==> config.mk <==
export PLATFORM = sky130hd
export DESIGN_NAME = top_fuzz_core
export DESIGN_NICKNAME = d
export VERILOG_FILES = /design/src/rtl/top_fuzz_core.sv
export SDC_FILE = /design/constraint.sdc
export NUM_CORES = 1
export LEC_CHECK = 0
export CAP_MARGIN = 20
export CORE_ASPECT_RATIO = 1.2
export CORE_MARGIN = 2
export CORE_UTILIZATION = 33
export CTS_CLUSTER_SIZE = 40
export DETAILED_ROUTE_END_ITERATION = 16
export GPL_ROUTABILITY_DRIVEN = 0
export PLACE_DENSITY = 0.56
export RECOVER_POWER = 50
export SYNTH_ARGS = -nofsm -noshare
export SYNTH_HDL_FRONTEND = slang
export SYNTH_SLANG_ARGS = --single-unit
export TNS_END_PERCENT = 30
==> constraint.sdc <==
create_clock -name clk -period 9.2 [get_ports clk]
set_clock_uncertainty 0.2 [all_clocks]
set_input_delay 0.92 -clock clk [delete_from_list [all_inputs] [get_ports clk]]
set_output_delay 0.92 -clock clk [all_outputs]
set_load 0.05 [all_outputs]
==> src/rtl/top_fuzz_core.sv <==
// -----------------------------------------------------------------------------
// top_fuzz_core
//   Registered mixing datapath for the fuzz harness. Five unsigned operand words
//   are combined each clock. The combinations are add, xor, multiply, rotate,
//   compare, parity and a running 32-bit accumulate. All results are packed into
//   one 119-bit output word with one cycle of latency.
//
// Ports
//   clk    in   1    single clock, rising edge
//   rst    in   1    synchronous active-high reset; clears y and the accumulator
//   wire0  in   19   operand A
//   wire1  in   20   operand B (also the accumulator increment)
//   wire2  in   18   operand C
//   wire3  in   12   operand D; D[3:0] is the rotate amount
//   wire4  in   15   operand E
//   y      out  119  {acc[31:0], prod[26:0], sum[20:0], xr[17:0], rot[18:0], gt, par}
// -----------------------------------------------------------------------------
module top_fuzz_core (
    input  logic         clk,
    input  logic         rst,
    input  logic [18:0]  wire0,
    input  logic [19:0]  wire1,
    input  logic [17:0]  wire2,
    input  logic [11:0]  wire3,
    input  logic [14:0]  wire4,
    output logic [118:0] y
);

    // Rotate left within 19 bits. A doubled copy of the word is shifted and the
    // upper half is taken, so k=0 passes the word through untouched.
    function automatic logic [18:0] rotl19(input logic [18:0] a, input logic [3:0] k);
        logic [37:0] dbl;
        dbl = {a, a} << k;
        return dbl[37:19];
    endfunction

    logic [20:0] w_sum;
    logic [17:0] w_xr;
    logic [26:0] w_prod;
    logic [18:0] w_rot;
    logic        w_gt;
    logic        w_par;
    logic [31:0] w_acc_next;

    logic [31:0]  r_acc_p1;
    logic [118:0] r_y_p1;

    assign w_sum      = {2'b0, wire0} + {1'b0, wire1};
    assign w_xr       = wire2 ^ {6'b0, wire3};
    assign w_prod     = {15'b0, wire3} * {12'b0, wire4};
    assign w_rot      = rotl19(wire0, wire3[3:0]);
    assign w_gt       = (wire0[17:0] > wire2);
    assign w_par      = ^wire1;
    // The packed accumulator field already includes the current wire1 sample.
    assign w_acc_next = r_acc_p1 + {12'b0, wire1};

    // Stage p0 -> p1: combinational results registered into the output word
    always_ff @(posedge clk) begin
        if (rst) begin
            r_acc_p1 <= '0;
            r_y_p1   <= '0;
        end else begin
            r_acc_p1 <= w_acc_next;
            r_y_p1   <= {w_acc_next, w_prod, w_sum, w_xr, w_rot, w_gt, w_par};
        end
    end

    assign y = r_y_p1;

endmodule

# Yosys cells after proc, flatten, opt, wreduce, memory -nomap -nowiden
# Index checks and enable logic that the tools add are counted.
[op_classes]
addsub = 2
mul = 1
n_lt_le_gt_ge = 1
n_shift = 1
n_bitwise = 1
reduce_logical = 1
[ops]
columns = ["op", "n"]
rows = [
  ["left shift 38 x 4 -> 38 bit", 1],
  ["adder 32 x 20 -> 32 bit", 1],
  ["multiplier 12 x 15 -> 27 bit", 1],
  ["adder 19 x 20 -> 21 bit", 1],
  ["parity 20 bit", 1],
  ["> comparator 18 bit", 1],
  ["XOR 18 x 12 -> 18 bit", 1],
]
[word_totals]
regBits = 151
in_bits = 86
out_inout_bits = 119
word_cells = 9

# Depth between registers and ports, before layout
[logic_depth]
depth_word = 1
mapped_depth = 22
depth_no_buf = 19

# Worst setup path after synthesis
# OpenSTA, ideal clock, no wires.
[synth_path]
path_kind = "input port to flip-flop"
start = "in wire3[3]"
end = "reg r_y_p1[84] (netlist: y[84])"
setup_ns = 0.123
arrival_ns = 6.516
t_required_ns = 8.877
setup_slack_ns = 2.361
stages = 20
n_path_buf = 3
path_cell_list = "clkbuf_1 > clkbuf_1 > buf_1 > nand2_1 > fa_1 > fa_1 > fa_1 > inv_1 > fa_1 > inv_1 > fa_1 > inv_1 > ha_1 > a211oi_2 > o21ai_1 > or4_1 > nand3_1 > a21oi_1 > a41oi_1 > mux2_1"
[synth_via]
elab_chain_len = 1
[synth_rtl]
columns = ["element", "line_no", "rtl"]
rows = [
  ["start: declaration", "24", "input logic [11:0] wire3,"],
  ["multiplier 12 x 15 -> 27 bit", "50", "assign w_prod = {15'b0, wire3} * {12'b0, wire4};"],
  ["end signal: assignment", "64", "r_y_p1 <= {w_acc_next, w_prod, w_sum, w_xr, w_rot, w_gt, w_par};"],
  ["end: declaration", "46", "logic [118:0] r_y_p1;"],
]
# No other way between the ends.
# A chain may end at the register's enable or synchronous reset.

# Final worst setup path
[layout_path]
start = "in wire3[5]"
end = "reg r_y_p1[84] (netlist: y[84])"
# The elaborated chain is that of the path after synthesis.

==> results <==
- The post-synthesis adder-cell area fraction is 0.332.
- The number of gates resized after cts is 0.
- The fraction of the mapped netlist area in compound gates came to 0.0985.
- Global routing finished with a remaining overflow of 0.
- After synthesis the netlist holds a flip-flop and latch count of 119.
- The number of DRC markers in iteration 0 is 607.
- The critical path capture point type is a flip-flop.
- The number of clock sinks is 119.
- Dividing the detail-routed via count by the number of cells gives 5.08.
- After detailed routing, the number of remaining DRC violations is 0.
- The final cycle utilization of the critical path is 0.744.
- The wire length of the first global-routing pass is 58.0 mm.
- Hold repair after CTS inserted 0 buffers.
- The final reports fail on max-capacitance violations, max-slew violations.
- The layout overhead on the synthesized area is 23.8%.
- The tree is rooted in a sky130_fd_sc_hd__clkbuf_16.
- The final layout net count is 1,897.
- In this run the horizontal extent of the chip is 182 um.
- The worst-path maximum fanout is 16.
- The number of distinct library cell variants in the gate-level netlist after synthesis is 68.
- At the worst endpoint, the required time is 9.32 ns.
- Setup repair after global routing left no endpoint under its margin.
- The number of maximum-capacitance violations is 1.
- The area of placed instances is 15,000 sq um.
- Buffers inserted during clock tree synthesis total 17.
- The setup path with the least slack is of type in2reg.
- The count of buffers added on input and output ports is 204.
- In the final layout, the share of cells above drive strength 1 is 0.0561.
- The number of global-route vias before repair came to 10.4k.
- The worst setup path is launched from a primary input.
- Power spread over the standard cell area amounts to 293 nW/um^2.
- The relative slew slack is -1.41.
- In this run the deepest clock path goes through 2 buffers.
- Once detail routing completed, the nets flagged for antenna violations numbered 0.
- The number of flops mapped to enable cells by yosys is 0.
- The mapped cell area is 12,600 sq um.
- The run finished, with violations left.
- The final core utilization is 0.413.
- The worst hold path belongs to the class reg2reg.
- The most frequent standard cell in the layout excluding fill and tap cells is sky130_fd_sc_hd__inv_1.
- TritonCTS built the clock tree.
- Of the synthesized area, sequential elements account for 0.189.
- The total count of max-transition violations in the final report was 79.
- The multiplexer share of the synthesized area is 0.0725.
- The post-synthesis share of cell area spent on xor and xnor gates is 0.0529.
- In this run the core area contains 78 standard-cell rows.
- Of the total synthesized cell area, the portion taken by AND, OR, NAND and NOR gates is 0.174.
- Summing over every cut layer, the via total after detailed routing is 10.4k.
- The post-detailed-route wirelength per cell is 17.7 um.
- The library cells used most frequently in the layout, excluding fill and tap cells, are sky130_fd_sc_hd__inv_1, sky130_fd_sc_hd__nand2_1, sky130_fd_sc_hd__fa_1.
- The total negative setup slack is 0 ns.
- The number of post-CTS setup repair buffers is 0.
- The initial antenna violation count is 6.
- The most used flip-flop cell after synthesis is sky130_fd_sc_hd__dfxtp_1.
- The initial utilization of the core area, before any placement, comes to 0.334.
- The mean post-synth cell area is 9.05 sq um.
- The count of warnings emitted by yosys is 0.
- The static leakage is 7.19 nW.
- After clock tree synthesis, the clock-pin slew on the worst setup and hold paths is 0.06 ns.
- The time the final worst path needs with I/O delays and setup is 6.84 ns.
- The pin slew with the least headroom to its limit is 3.61 ns.
- The sum of internal, switching and leakage power is 4.56 mW.
- The die is 218 um tall.
- The final hold violation count is 0.
- For the worst setup path, the data arrival time is 6.96 ns.
- The final setup violation count is 0.
- The final routed wirelength across all metal layers is 36.3 mm.
- The full die area is 39,700 sq um.
- For this run, the detailed router's first-pass iteration total came to 5.
- The fill cell total of the finished layout is 3,763.
- The detailed placement HPWL is 29.9 mm.
- Counting every net in the synthesized netlist gives 1,730.
- The post-synthesis instance total is 1,390.
- The global-route total usage across every layer is 0.188.
- Static timing analysis puts the maximum clock frequency at 146 MHz.
- The post-route cell area is 15,600 sq um.
- After synthesis, the largest family of logic cells by area is adder cells.
- During I/O placement, the number of pins put on the boundary was 205.
- The core region area is 37,700 sq um.
- The largest net degree at the start of global routing is 104.
- For flop-to-flop paths, the worst setup slack is 6.11 ns.
- The H-tree level count is 4.
- The clock reaches the later pin of the worst-skew pair after 0.43 ns.
- The maximum resistive drop on vdd is 0.000172 V.
- The proportion of register bits with asynchronous set or reset after synthesis is 0.
==> critical path: stages <==
cell and delay, ns:
sky130_fd_sc_hd__clkdlybuf4s50_1 0.93, sky130_fd_sc_hd__nand2_1 0.20, sky130_fd_sc_hd__fa_1 0.56, sky130_fd_sc_hd__fa_1 0.52, sky130_fd_sc_hd__inv_1 0.05, sky130_fd_sc_hd__fa_1 0.48, sky130_fd_sc_hd__fa_1 0.55, sky130_fd_sc_hd__inv_1 0.05
sky130_fd_sc_hd__fa_1 0.52, sky130_fd_sc_hd__inv_1 0.04, sky130_fd_sc_hd__ha_1 0.35, sky130_fd_sc_hd__o21ai_0 0.23, sky130_fd_sc_hd__o21ai_1 0.15, sky130_fd_sc_hd__or4_1 0.60, sky130_fd_sc_hd__nand3_1 0.13, sky130_fd_sc_hd__a21oi_1 0.10
sky130_fd_sc_hd__a41oi_1 0.24, sky130_fd_sc_hd__mux2_1 0.34
==> metal layers <==
layer | vias to the layer above | wire length [um] | track usage
met4 | 6 | 1110 | 0.0645
met2 | 285 | 18200 | 0.325
met3 | 62 | 1640 | 0.0356
met1 | 5161 | 15300 | 0.235
li1 | 4906 | - | -
met5 | - | 41 | 0
==> area by class of cell <==
class / instances / area (sq um) / area share
Multi-Input combinational cell: 1010 / 9170 / 0.589
Sequential cell: 119 / 2380 / 0.153
Timing Repair Buffer: 210 / 2060 / 0.133
Inverter: 199 / 747 / 0.0480
Tap cell: 480 / 601 / 0.0386
Clock buffer: 17 / 425 / 0.0273
Clock inverter: 15 / 176 / 0.0113
Antenna cell: 3 / 7.51 / 0.000482
==> path summary, 6_finish.rpt <==
check                    start  cells after the start            to
setup / recovery      wire3[5]                     18         y[84]
hold reg to reg   r_acc_p1[31]                      2  r_acc_p1[31]
setup reg to reg   r_acc_p1[0]                     10  r_acc_p1[18]
hold / removal    r_acc_p1[31]                      2  r_acc_p1[31]
==> registers in the layout, summed over array words and instances, names as in the netlist <==
| name | flops |
|---|---|
| r_acc_p1 | 32 |
| y | 87 |
==> synthesized netlist by cell type, types with 5 or more instances <==
cell	number	area, sq um
sky130_fd_sc_hd__and3_1	14	87.6
sky130_fd_sc_hd__a21o_1	26	195
sky130_fd_sc_hd__o21ai_0	33	165
sky130_fd_sc_hd__o21ai_1	5	25.0
sky130_fd_sc_hd__xor2_1	21	184
sky130_fd_sc_hd__nor3_1	17	85.1
sky130_fd_sc_hd__o31ai_1	6	45.0
sky130_fd_sc_hd__and2_1	65	407
sky130_fd_sc_hd__o21a_1	14	105
sky130_fd_sc_hd__nand4_1	11	68.8
sky130_fd_sc_hd__o211ai_1	6	45.0
sky130_fd_sc_hd__fa_1	132	2640
sky130_fd_sc_hd__nand3_1	9	45.0
sky130_fd_sc_hd__nor2b_1	41	257
sky130_fd_sc_hd__nand2_1	152	571
sky130_fd_sc_hd__nor2_1	104	390
sky130_fd_sc_hd__nand2b_1	6	37.5
sky130_fd_sc_hd__a21oi_1	47	235
sky130_fd_sc_hd__dfxtp_1	119	2380
sky130_fd_sc_hd__buf_1	5	18.8
sky130_fd_sc_hd__inv_1	199	747
sky130_fd_sc_hd__a31oi_1	6	37.5
sky130_fd_sc_hd__nor3b_1	6	45.0
sky130_fd_sc_hd__xnor2_1	55	482
sky130_fd_sc_hd__a211oi_1	9	67.6
sky130_fd_sc_hd__mux4_2	38	856
sky130_fd_sc_hd__or3_1	6	37.5
sky130_fd_sc_hd__ha_1	122	1530
sky130_fd_sc_hd__clkbuf_1	48	180
==> kinds of logic after synthesis <==
kind of cell / count (synthesis)
mux: 43
xor+xnor: 76
buf+inv: 261
simple gates: 451
compound gates: 186
flops: 119
fa+ha+maj: 254
==> through the flow <==
| stage | setup WS [ns] | std cells | hold WS [ns] |
|---|---|---|---|
| floorplan | 2.36 | 1390 | 0.509 |
| global placement | 2.04 | 2017 | 0.277 |
| detailed placement | 1.94 | 2017 | 0.286 |
| CTS | 2.38 | 2049 | 0.294 |
| global route | 2.03 | 2053 | 0.313 |
| finish | 2.36 | 2053 | 0.282 |
==> where the power goes <==
part	switching (mW)	total [mW]	leakage [nW]	internal (mW)
registers	0.0537	0.694	0.988	0.640
clock network	0.288	0.697	0.291	0.409
logic	1.95	3.17	5.91	1.22
total	2.29	4.56	7.19	2.27
Power figures use the tool's default switching activity.
